[src/rtl/fpu_seq_pkg.sv]
// Shared opcode and FSM state encodings for the FP op sequencer.
package fpu_seq_pkg;

   localparam logic [5:0] OP_ADD_S  = 6'b100010;
   localparam logic [5:0] OP_SUB_S  = 6'b100011;
   localparam logic [5:0] OP_C_EQ_S = 6'b100100;
   localparam logic [5:0] OP_C_LE_S = 6'b100101;
   localparam logic [5:0] OP_C_LT_S = 6'b100110;
   localparam logic [5:0] OP_C_GE_S = 6'b100111;
   localparam logic [5:0] OP_C_GT_S = 6'b101000;
   localparam logic [5:0] OP_MOV_S  = 6'b101001;

   localparam logic [1:0] ST_IDLE = 2'd0;
   localparam logic [1:0] ST_READ = 2'd1;
   localparam logic [1:0] ST_EXEC = 2'd2;
   localparam logic [1:0] ST_WB   = 2'd3;

endpackage

[src/rtl/fpu_op_class.sv]
// Opcode classifier: which ops write fd, which update the condition flag.
module fpu_op_class
   import fpu_seq_pkg::*;
(
   input  logic [5:0] opcode,
   output logic       is_write,
   output logic       is_cmp,
   output logic       is_legal
);

   always_comb begin
      is_write = (opcode == OP_ADD_S) || (opcode == OP_SUB_S) || (opcode == OP_MOV_S);
      // The five compares occupy a contiguous opcode range.
      is_cmp   = (opcode >= OP_C_EQ_S) && (opcode <= OP_C_GT_S);
      is_legal = is_write || is_cmp;
   end

endmodule

[src/rtl/fpu_op_sequencer.sv]
// IDLE->READ->EXEC->WB controller driving the shared combinational FPU.
// Optional FPU_SEQ_ILLEGAL_TRAP_EN adds an illegal_op flag instead of writing fd.
module fpu_op_sequencer
   import fpu_seq_pkg::*;
#(
   parameter int EXEC_CYCLES = 2,
   parameter int CNT_W       = 4
)(
   input  logic        clk,
   input  logic        rst_n,
   input  logic        req_valid,
   output logic        req_ready,
   input  logic [5:0]  req_opcode,
   input  logic [4:0]  req_fs,
   input  logic [4:0]  req_ft,
   input  logic [4:0]  req_fd,
   output logic [4:0]  rf_rd_addr1,
   output logic [4:0]  rf_rd_addr2,
   input  logic [31:0] rf_rd_data1,
   input  logic [31:0] rf_rd_data2,
   output logic [31:0] fpu_inp1,
   output logic [31:0] fpu_inp2,
   output logic [5:0]  fpu_opcode,
   input  logic [31:0] fpu_result,
   input  logic        fpu_cc,
   output logic        rf_wr_en,
   output logic [4:0]  rf_wr_addr,
   output logic [31:0] rf_wr_data,
   output logic        cc_flag,
   output logic        op_done,
`ifdef FPU_SEQ_ILLEGAL_TRAP_EN
   output logic        illegal_op,
`endif
   output logic        busy
);

   logic [1:0]       state_q, state_d;
   logic [CNT_W-1:0] cnt_q, cnt_d;
   logic [5:0]       opcode_q, opcode_d;
   logic [4:0]       fs_q, fs_d, ft_q, ft_d, fd_q, fd_d;
   logic [31:0]      op1_q, op1_d, op2_q, op2_d;
   logic [5:0]       fpu_op_q, fpu_op_d;
   logic [31:0]      res_q, res_d;
   logic             cc_res_q, cc_res_d;
   logic             cc_flag_q, cc_flag_d;
   logic             is_write, is_cmp, is_legal, write_class, in_wb;

   fpu_op_class u_class (
      .opcode   (opcode_q),
      .is_write (is_write),
      .is_cmp   (is_cmp),
      .is_legal (is_legal)
   );

`ifdef FPU_SEQ_ILLEGAL_TRAP_EN
   assign write_class = is_write;
   assign illegal_op  = in_wb && !is_legal;
`else
   // Unknown opcodes fall through as writes of whatever the FPU produced.
   assign write_class = is_write || !is_legal;
`endif

   always_comb begin
      // NOTE: every _d defaults to its _q so no path leaves a latch behind.
      state_d   = state_q;
      cnt_d     = cnt_q;
      opcode_d  = opcode_q;
      fs_d      = fs_q;
      ft_d      = ft_q;
      fd_d      = fd_q;
      op1_d     = op1_q;
      op2_d     = op2_q;
      fpu_op_d  = fpu_op_q;
      res_d     = res_q;
      cc_res_d  = cc_res_q;
      cc_flag_d = cc_flag_q;
      case (state_q)
         ST_IDLE: begin
            if (req_valid) begin
               opcode_d = req_opcode;
               fs_d     = req_fs;
               ft_d     = req_ft;
               fd_d     = req_fd;
               state_d  = ST_READ;
            end
         end
         ST_READ: begin
            // FPU-facing registers load together so they only move on this edge.
            op1_d    = rf_rd_data1;
            op2_d    = rf_rd_data2;
            fpu_op_d = opcode_q;
            cnt_d    = CNT_W'(EXEC_CYCLES - 1);
            state_d  = ST_EXEC;
         end
         ST_EXEC: begin
            if (cnt_q == '0) begin
               res_d    = fpu_result;
               cc_res_d = fpu_cc;
               state_d  = ST_WB;
            end else begin
               cnt_d = cnt_q - 1'b1;
            end
         end
         default: begin
            if (is_cmp) cc_flag_d = cc_res_q;
            state_d = ST_IDLE;
         end
      endcase
   end

   always_ff @(posedge clk or negedge rst_n) begin
      // NOTE: state uses non-blocking assignments; reset clears every register so an abandoned op leaves nothing behind.
      if (!rst_n) begin
         state_q   <= ST_IDLE;
         cnt_q     <= '0;
         opcode_q  <= '0;
         fs_q      <= '0;
         ft_q      <= '0;
         fd_q      <= '0;
         op1_q     <= '0;
         op2_q     <= '0;
         fpu_op_q  <= '0;
         res_q     <= '0;
         cc_res_q  <= 1'b0;
         cc_flag_q <= 1'b0;
      end else begin
         state_q   <= state_d;
         cnt_q     <= cnt_d;
         opcode_q  <= opcode_d;
         fs_q      <= fs_d;
         ft_q      <= ft_d;
         fd_q      <= fd_d;
         op1_q     <= op1_d;
         op2_q     <= op2_d;
         fpu_op_q  <= fpu_op_d;
         res_q     <= res_d;
         cc_res_q  <= cc_res_d;
         cc_flag_q <= cc_flag_d;
      end
   end

   assign in_wb       = (state_q == ST_WB);
   assign req_ready   = rst_n && (state_q == ST_IDLE);
   assign busy        = (state_q != ST_IDLE);
   assign rf_rd_addr1 = fs_q;
   assign rf_rd_addr2 = ft_q;
   assign fpu_inp1    = op1_q;
   assign fpu_inp2    = op2_q;
   assign fpu_opcode  = fpu_op_q;
   assign op_done     = in_wb;
   assign rf_wr_en    = in_wb && write_class;
   assign rf_wr_addr  = fd_q;
   assign rf_wr_data  = res_q;
   assign cc_flag     = cc_flag_q;

endmodule

[config.mk]
export PLATFORM = sky130hd
export DESIGN_NAME = fpu_op_sequencer
export DESIGN_NICKNAME = d
export VERILOG_FILES = /design/src/rtl/fpu_seq_pkg.sv /design/src/rtl/fpu_op_class.sv /design/src/rtl/fpu_op_sequencer.sv
export SDC_FILE = /design/constraint.sdc
export NUM_CORES = 1
export LEC_CHECK = 0
export ABC_CLOCK_PERIOD_IN_PS = 3200
export CAP_MARGIN = 20
export CELL_PAD_IN_SITES_DETAIL_PLACEMENT = 1
export CELL_PAD_IN_SITES_GLOBAL_PLACEMENT = 2
export CORE_MARGIN = 5
export CORE_UTILIZATION = 29
export DETAILED_ROUTE_END_ITERATION = 10
export HOLD_SLACK_MARGIN = 0.06
export PLACE_DENSITY = 0.85
export SLEW_MARGIN = 20
export SYNTH_ARGS = -nofsm -noshare
export SYNTH_HDL_FRONTEND = slang
export SYNTH_HIERARCHICAL = 1
export SYNTH_SLANG_ARGS = --single-unit
[constraint.sdc]
create_clock -name clk -period 3.2 [get_ports clk]
set_input_delay 0.48 -clock clk [delete_from_list [all_inputs] [get_ports clk]]
set_output_delay 0.48 -clock clk [all_outputs]
set_load 0.02 [all_outputs]
# --- Word-level counts from Yosys, hierarchy flattened ---
# Index checks and enable logic that the tools add are counted.
totals:
  output_inout_bits: 122
  register_bits: 131
  wordCells: 48
classes:
  n_addsub: 1
  eq_ne: 9
  order_cmp: 2
  mux: 5
  n_bitwise: 1
  reduce_logical: 18
ops:
  columns: ["operator", "n"]
  rows:
  - ["== test 6 bit, second input constant", 3]
  - ["AND reduction 2 bit", 5]
  - ["case mux 4 bit (2 select lines)", 1]
  - ["greater-or-equal comparator 6 bit, second input constant", 1]
  - ["<= comparator 6 bit, second input constant", 1]
  - ["inequality test 2 bit, second input constant", 3]
  - ["case mux 2 bit (3 select lines)", 1]
  - ["== test 2 bit, second input constant", 2]
  - ["logical NOT 4 bit", 1]
  - ["logical OR 1 bit", 4]
  - ["2-to-1 mux 2 bit", 2]
  - ["2-to-1 mux 4 bit", 1]
  - ["nonzero test 2 bit", 2]
  - ["subtractor 4 x 1 -> 4 bit, second input constant", 1]
  - ["logical AND 1 bit", 3]
  - ["OR reduction 3 bit", 1]
  - ["== test 2 x 1 -> 1 bit, second input constant", 1]
  - ["logical NOT 2 bit", 1]
  - ["logical NOT 1 bit", 1]
  - ["inverter 1 bit", 1]

# --- Depth between registers and ports, before layout ---
# Gate-level depths: netlist (run 1).
depth:
  ltp_word: 7
  depth_mapped: 7

# --- By module ---
# The synthesis (run 1) kept the hierarchy.
modules_own_cells:
  columns: ["module", "cells_per_inst", "area_each_um2", "n_inst"]
  rows:
  - ["fpu_op_sequencer", 311, 5235.0, 1]
  - ["fpu_op_class", 10, 67.6, 1]

# --- Least setup slack after synthesis (run 1) ---
# Ideal clock, no wire load.
synth_timing:
  path_kind: "register to output"
  start: "reg opcode_q[3]"
  end: "out rf_wr_en"
  path_buffers: 0
  setup_slack_ns: 1.316
  required_time_ns: 2.720
  stages_incl_launch_ff: 5
  t_arrival_ns: 1.404
  cell_sequence: "dfrtp_1 -> or2b_1 -> a211oi_1 -> inv_1 -> a21boi_0"
synth_via:
  elab_chain_cells: 7
  word_cells_on_any_way: 12
synth_rtl:
  columns: ["item", "line", "source"]
  rows:
  - ["from (decl)", "fpu_op_sequencer.sv:39", "logic [5:0] opcode_q, opcode_d;"]
  - ["from (signal assigned)", "fpu_op_sequencer.sv:129", "opcode_q <= opcode_d;"]
  - ["== test 6 bit", "fpu_op_class.sv:12", "is_write = (opcode == OP_ADD_S) || (opcode == OP_SUB_S) || (opcode == OP_MOV_S);"]
  - ["logical OR 1 bit", "fpu_op_class.sv:12", null]
  - ["logical OR 1 bit *", "fpu_op_class.sv:12", null]
  - ["net is_write", "fpu_op_sequencer.sv:46", "logic is_write, is_cmp, is_legal, write_class, in_wb;"]
  - ["logical OR 1 bit", "fpu_op_class.sv:15", "is_legal = is_write || is_cmp;"]
  - ["logical NOT 1 bit", "fpu_op_sequencer.sv:60", "assign write_class = is_write || !is_legal;"]
  - ["logical OR 1 bit *", "fpu_op_sequencer.sv:60", null]
  - ["logical AND 1 bit *", "fpu_op_sequencer.sv:151", "assign rf_wr_en = in_wb && write_class;"]
  - ["to (decl)", "fpu_op_sequencer.sv:26", "output logic rf_wr_en,"]
# The timed path passes the listed nets; every way through them passes the cells marked *.

# --- Final worst setup path (run 1) ---
layout_timing:
  start: "in rst_n"
  end: "out req_ready"
layout_via:
  elab_chain_cells: 1
layout_rtl:
  columns: ["item", "line", "source"]
  rows:
  - ["from (decl)", "fpu_op_sequencer.sv:10", "input logic rst_n,"]
  - ["logical AND 1 bit", "fpu_op_sequencer.sv:143", "assign req_ready = rst_n && (state_q == ST_IDLE);"]
  - ["to (decl)", "fpu_op_sequencer.sv:12", "output logic req_ready,"]
# No other way between the ends.

==> summary.md, run 1 <==
| Metric | Value |
|---|---|
| Status | finished clean |
| CP required | ~2700 ps |
| Crit path cell chain | dlygate4sd3_1 > buf_6 > and2_1 > clkdlybuf4s50_1 |
| Routed Antenna Nets | 0 |
| Seq pwr share | 0.311 |
| DR WL/cell | ~18 µm |
| Hold slack | 503 ps |
| Count of final setup violators | 0 |
| Die Y | approximately 150 µm |
| DR vias/cell | approximately 4.5 |
| Post-Syn Instances | around 320 |
| H-tree Lvls | 4 |
| Post-Syn Nets | between 400 and 500 |
| Initial Utilization | 0.295 |
| Synth area leaders | dfrtp_1, mux2_2, mux2_4 |
| RSZ-0062 raised after global routing | false |
| Die W | between 100 and 150 µm |
| CTS Buf Count | 17 |
| Final net count | approximately 700 |
| Vias in the first global route | around 4,300 |
| Root Buffer | clkbuf_16 |
| Leak Pwr | between 3 and 4 nW |
| Hold Crit Class | reg2reg |
| Int Power | between 6 and 7 mW |
| Count of cell types in the netlist | 33 |
| Pin count of the biggest net entering global routing | 87 |
| Share of cells above drive strength 1 | 0.285 |
| Synth warn | 6 |
| Logic pwr share | 0.482 |
| CP Launch Type | primary input |
| Synth cell count leaders | dfrtp_1, mux2_2, mux2_4 |
| Layout area overhead | 61.2% |
| Async S/R FF share, synth | 1.00 |
| PwrDens | between 1000 and 1500 mW/mm² |
| CTS tree | yes |
| Top-count cell post-synth | dfrtp_1 |
| Max clock buf depth | 2 |
| Non-Filler Instances | ~810 |
| Max_cap viols | 0 |
| Port Buffers | approximately 240 |
| Clk slew on worst S/H paths | 60 ps |
| # placed instances | approximately 780 |
| CP max FO | 47 |
| Slew @ Worst Pin | a little over 900 ps |
| FMAX | about 370 MHz |
| Final hold vios | 0 |
| Post-CTS resize count | 0 |
| Tot Pwr | 9.73 mW |
| N_diodes | 0 |
| Prevailing post-synth register cell | dfrtp_1 |
| Clock Latency Late Sink | just over 400 ps |
| Pins Over Slew Limit | 0 |
| Yosys top cell by area | dfrtp_1 |
| Slowest cell on crit path | clkdlybuf4s50_1 |
| Top-area cell type share of the netlist area | 0.618 |
| Initial DRT Pass Iterations | 4 |
| Tot GR Track Use | 0.143 |
| Die Area | about 0.021 mm² |
| HPWL Detailed | between 10,000 and 15,000 µm |
| Switching power | ~3.3 mW |
| Cell row count | 49 |
| WS Path Type | in2out |
| EDFF count, synth | 0 |
| Gp weighted congestion | 0.705 |
| Max stage delay on crit path | 600 ps |
| Clock network power share | 0.206 |
| Final min period | roughly 2700 ps |
| DRC | 0 |
| Initial drt markers | between 100 and 150 |
| Crit share post-route | 0.845 |
| Post-route clock skew | 5.29 ps |
| Sequential area share after synthesis | 0.618 |
| Total number of vias | between 3,000 and 4,000 |
| Worst EP arrival | 2220 ps |
| Setup TNS | 0 ps |
| Placeable Area | 0.0180 mm² |
| Initial antenna violation count | 0 |
| Max-Slew Margin vs Limit | 0.387 |
| Synthesized area | 0.00530 mm² |
| Detailed-route wire length | about 15,000 µm |
| Sw frac | 0.344 |
| Seq cells post-synth | between 100 and 150 |
| Number of fill cells | roughly 1,800 |
| Syn Area/Cell | 16.5 µm² |
| I/O pin count | approximately 240 |
| CP Capture Type | output port |
| Global route total overflow | 0 |
| CTS sink cnt | between 100 and 150 |
| Global-route wire length before repair | roughly 24,000 µm |
| Max rail drop VDD | 0.000414 V |
==> layer usage <==
layer,part of all wire,track usage,wire length [µm]
met2,0.51,0.249,7720
met1,0.40,0.164,5990
met4,0.0087,0.0382,130
met5,0,0,0
met3,0.078,0.0577,1170
==> worst paths after layout <==
kind	start	slack, ps	depth (start not counted)	to
worst max-delay path	rst_n	500	4	req_ready
worst min-delay path	cc_res_q	500	1	cc_flag
worst max register to register	cnt_q[0]	1050	5	rf_wr_data[31]
worst min register to register	cc_res_q	500	1	cc_flag
max in group asynchronous	rst_n	1470	3	fpu_inp1[9]
min in group asynchronous	rst_n	590	2	rf_wr_addr[0]
==> sequential cells by signal, indices dropped and copies added (netlist names) <==
register	flops
rf_wr_addr	5
fpu_inp1	32
cc_flag	1
rf_wr_data	32
state_q	2
cnt_q	4
cc_res_q	1
rf_rd_addr1	5
opcode_q	6
fpu_inp2	32
fpu_opcode	6
rf_rd_addr2	5
==> power by group through the flow <==
| stage | logic (mW) | clock network (mW) | registers (mW) |
|---|---|---|---|
| after floorplan | 1.67 | 0 | 3.91 |
| after global placement | 4.66 | 0 | 2.99 |
| after detailed placement | 4.77 | 0 | 3.07 |
| after global routing | 4.98 | 2.15 | 3.15 |
| final | 4.70 | 2.01 | 3.03 |
| after CTS | 4.80 | 2.07 | 3.05 |
==> final cells by class <==
| class | count | area (µm²) | area share |
|---|---|---|---|
| Clock inverter | 11 | 153 | 0.0179 |
| Tap cell | 229 | 287 | 0.0335 |
| Clock buffer | 21 | 460 | 0.0539 |
| Sequential cell | 131 | 3280 | 0.384 |
| Timing Repair Buffer | 245 | 2460 | 0.288 |
| Multi-Input combinational cell | 168 | 1880 | 0.220 |
| Inverter | 7 | 26.3 | 0.00307 |
==> cells by family (layout without fill, tap and decap cells) <==
kind of cell    count (synthesis)  after routing  share of synthesized area
fa+ha+maj                       7              7                     0.0165
simple gates                   22             22                     0.0276
mux                           126            126                      0.289
xor+xnor                        1              1                    0.00165
flops                         131            131                      0.618
buf+inv                        22            284                     0.0300
compound gates                 12             12                     0.0172
==> critical path, delay by kind of cell <==
kind,cells,cell delay (ps)
simple gates,1,200
buf+inv,3,1530
==> cells in the final DEF (no fill, tap or decap), types with 3 or more instances in the layout <==
master	n
clkdlybuf4s50_1	241
dfrtp_1	131
mux2_2	96
mux2_4	30
clkbuf_16	17
inv_1	7
ha_1	6
nor3_1	5
nand2_1	4
nand2b_1	3
clkinvlp_4	3
bufinv_16	3
clkinv_4	3
==> timing repair <==
item	in CTS	in global routing
endpoints found under the hold margin	45	0
buffers inserted	0	0
hold buffers	1	0
==> per-stage QoR <==
step                cell area [µm²]  utilization  setup slack [ps]
floorplan                      5300            -              1320
global placement               7920        0.441               964
detailed placement             7920        0.441               935
CTS                            8540        0.476               420
global route                   8550        0.476               365
finish                         8550        0.476               495
Note: power is estimated with default switching activity, not from simulation.
==> run 2: changes to the inputs <==
--- a/config.mk
+++ b/config.mk
@@ -5,15 +5,15 @@
 export SDC_FILE = /design/constraint.sdc
 export NUM_CORES = 1
 export LEC_CHECK = 0
-export ABC_CLOCK_PERIOD_IN_PS = 3200
+export ABC_CLOCK_PERIOD_IN_PS = 2280
 export CAP_MARGIN = 20
 export CELL_PAD_IN_SITES_DETAIL_PLACEMENT = 1
 export CELL_PAD_IN_SITES_GLOBAL_PLACEMENT = 2
 export CORE_MARGIN = 5
-export CORE_UTILIZATION = 29
+export CORE_UTILIZATION = 24
 export DETAILED_ROUTE_END_ITERATION = 10
 export HOLD_SLACK_MARGIN = 0.06
-export PLACE_DENSITY = 0.85
+export PLACE_DENSITY = 0.75
 export SLEW_MARGIN = 20
 export SYNTH_ARGS = -nofsm -noshare
 export SYNTH_HDL_FRONTEND = slang
==> constraint.sdc (replaced) <==
create_clock -name clk -period 2.28 [get_ports clk]
set_input_delay 0.342 -clock clk [delete_from_list [all_inputs] [get_ports clk]]
set_output_delay 0.342 -clock clk [all_outputs]
set_load 0.02 [all_outputs]
==> run 2 against run 1 <==
  * Combinational power up 41%
  * Worst setup slack worse by 280 ps
  * Utilization down 7.9 points
  * Sequential cell count unchanged
  * Clock power increased by 39%
  * First-iteration DRC count fell by 16%
  * Cell count grew 6.8%
  * Design area increased by 1.3%
  * Register-to-register slack got worse by 740 ps
  * Sequential share of layout area is 0.46 points lower
  * Clock-buffer cell count down 2
  * Highest routed layer unchanged
==> summary.md, run 2 (synthesis results as in run 1) <==
| Metric | Value |
|---|---|
| Vias in the first global route | 4,219 (-2.1%) |
| Die Y | 159 µm (+9.2%) |
| N_diodes | 0 (unchanged) |
| Max rail drop VDD | 0.000708 V (+71%) |
| Sw frac | 0.344 (-0.000626) |
| Die W | 159 µm (+9.2%) |
| Non-Filler Instances | 867 (+6.8%) |
| CTS sink cnt | 131 (unchanged) |
| DR vias/cell | 4.16 (-7.3%) |
| Crit share post-route | 0.904 |
| Final net count | 702 (+0.57%) |
| Reg-to-Reg Start | cnt_q[0] |
| Layout area overhead | 63.2% |
| Logic pwr share | 0.486 (+0.004) |
| CTS Buf Count | 17 (unchanged) |
| Max_cap viols | 0 (unchanged) |
| Initial drt markers | 91 (-16%) |
| Clock network power share | 0.204 (-0.002) |
| Max-Slew Margin vs Limit | 0.506 (+0.119) |
| Root Buffer | clkbuf_16 |
| Hold Crit Class | in2async |
| Most common cell after layout, fill and taps aside | clkdlybuf4s50_1 |
| Cell row count | 54 (+10%) |
| # placed instances | 835 (+7.2%) |
| Pin count of the biggest net entering global routing | 132 (+52%) |
| Switching power | 4.69 mW (+40%) |
| Most frequent cells in the layout | clkdlybuf4s50_1, dfrtp_1, mux2_2, mux2_4, clkbuf_16 |
| Post-route cell area | 0.00865 mm² (+1.3%) |
| Int Power | 8.97 mW (+41%) |
| Routed Antenna Nets | 0 (unchanged) |
| Post-route clock skew | 8.58 ps (+3.29 ps) |
| Global route total overflow | 0 (unchanged) |
| Status | finished clean |
| Setup ws final | 220 ps (-276 ps) |
| CP max FO | 5 (-89%) |
| FMAX | between 400 and 500 MHz |
| Final hold vios | 0 (unchanged) |
| End of the worst register-to-register path | rf_wr_data[31] |
| Setup TNS | 0 ps (unchanged) |
| Placeable Area | 0.0218 mm² (+21%) |
| Dpl ws | 165 ps (-770 ps) |
| Die Area | 0.0252 mm² (+19%) |
| Share of cells above drive strength 1 | 0.296 (+0.0117) |
| DR WL/cell | 17.3 µm (-6.2%) |
| Gp weighted congestion | 0.713 (+1.1%) |
| Count of final setup violators | 0 (unchanged) |
| CP Launch Type | flop |
| Area after DPL | 0.00806 mm² (+1.8%) |
| HPWL Detailed | 11,000 µm (-2.4%) |
| WS Path Type | reg2out |
| Pins Over Slew Limit | 0 (unchanged) |
| Final min period | between 2000 and 2500 ps |
| Postcts setup bufs | 0 (unchanged) |
| CP Capture Type | output port |
| CTS tree | yes |
| Tot Pwr | 13.7 mW (+40%) |
| FF-to-FF setup slack | 310 ps (-740 ps) |
| Initial Utilization | 0.243 (-0.0522) |
| Worst EP arrival | 1720 ps (-500 ps) |
| PwrDens | 1580 mW/mm² (+39%) |
| Total number of vias | 3,603 (-1.0%) |
| Seq pwr share | 0.309 (-0.002) |
| R2R depth | 6 (+1) |
| Leak Pwr | 3.57 nW (+0.93%) |
| Initial DRT Pass Iterations | 3 (-1) |
| Max clock buf depth | 2 (unchanged) |
| Initial antenna violation count | 0 (unchanged) |
| Slew @ Worst Pin | 740 ps (-177 ps) |
| Tot GR Track Use | 0.118 (-0.0255) |
| Port Buffers | 242 (unchanged) |
| Number of fill cells | 2,252 (+27%) |
| DRC | 0 (unchanged) |
| Global-route wire length before repair | 23,200 µm (-4.7%) |
| Clock Latency Late Sink | 410 ps (about the same) |
| Clk slew on worst S/H paths | 60 ps (about the same) |
| I/O pin count | 243 (unchanged) |
| Post-layout util | 0.397 (-0.0792) |
| H-tree Lvls | 4 (unchanged) |
| Hold slack | 17.3 ps (-486 ps) |
| CP required | 1940 ps (-780 ps) |
| Detailed-route wire length | 15,000 µm (+0.17%) |
| RSZ-0062 raised after global routing | false |
| Cts hold-fix bufs | 0 (-1) |
==> run 2: critical path, cell delays in order (launching register included) <==
cell and delay, ps:
dfrtp_1 460, ha_1 230, clkdlybuf4s50_1 630
==> run 2: final cells by class <==
| class | count | area [µm²] | share of cell area |
|---|---|---|---|
| flip-flops and latches | 131 | 3280 | 0.379 |
| repair buffers | 249 | 2520 | 0.291 |
| multi-input cells | 168 | 1880 | 0.217 |
| clock buffers | 19 | 443 | 0.0512 |
| well taps | 280 | 350 | 0.0405 |
| clock inverters | 13 | 159 | 0.0184 |
| inverters | 7 | 26.3 | 0.00304 |
==> run 2: how the worst max path moves through the flow <==
stage               slack [ps]        to  depth (start not counted)        start
floorplan                  530  rf_wr_en                          4  opcode_q[3]
global placement           100  rf_wr_en                          5  opcode_q[1]
detailed placement         160  rf_wr_en                          5  opcode_q[1]
CTS                         50  rf_wr_en                          5  opcode_q[1]
global route                50  rf_wr_en                          5  opcode_q[1]
finish                     220   op_done                          2   state_q[0]
==> run 2: routing by layer <==
layer | vias up | GRT usage | part of all wire | routed length (µm)
met1 | 1811 | 0.132 | 0.38 | 5710
li1 | 1637 | - | - | -
met4 | 0 | 0.0309 | 0.013 | 199
met2 | 143 | 0.202 | 0.51 | 7630
met3 | 12 | 0.0557 | 0.099 | 1490
met5 | - | 0 | 0 | 0
==> run 2: repair_timing <==
item                                    in CTS  in global routing
endpoints found under the setup margin       3                  1
gates resized for setup                      6                  2
hold endpoints to repair                     0                  0
==> run 2: power groups by stage <==
stage	registers [mW]	clock network [mW]	logic [mW]
final	4.22	2.79	6.64
after global routing	4.39	3.00	7.06
after CTS	4.26	2.89	6.79
after detailed placement	4.28	0	6.77
after global placement	4.20	0	6.65
after floorplan	5.49	0	2.35
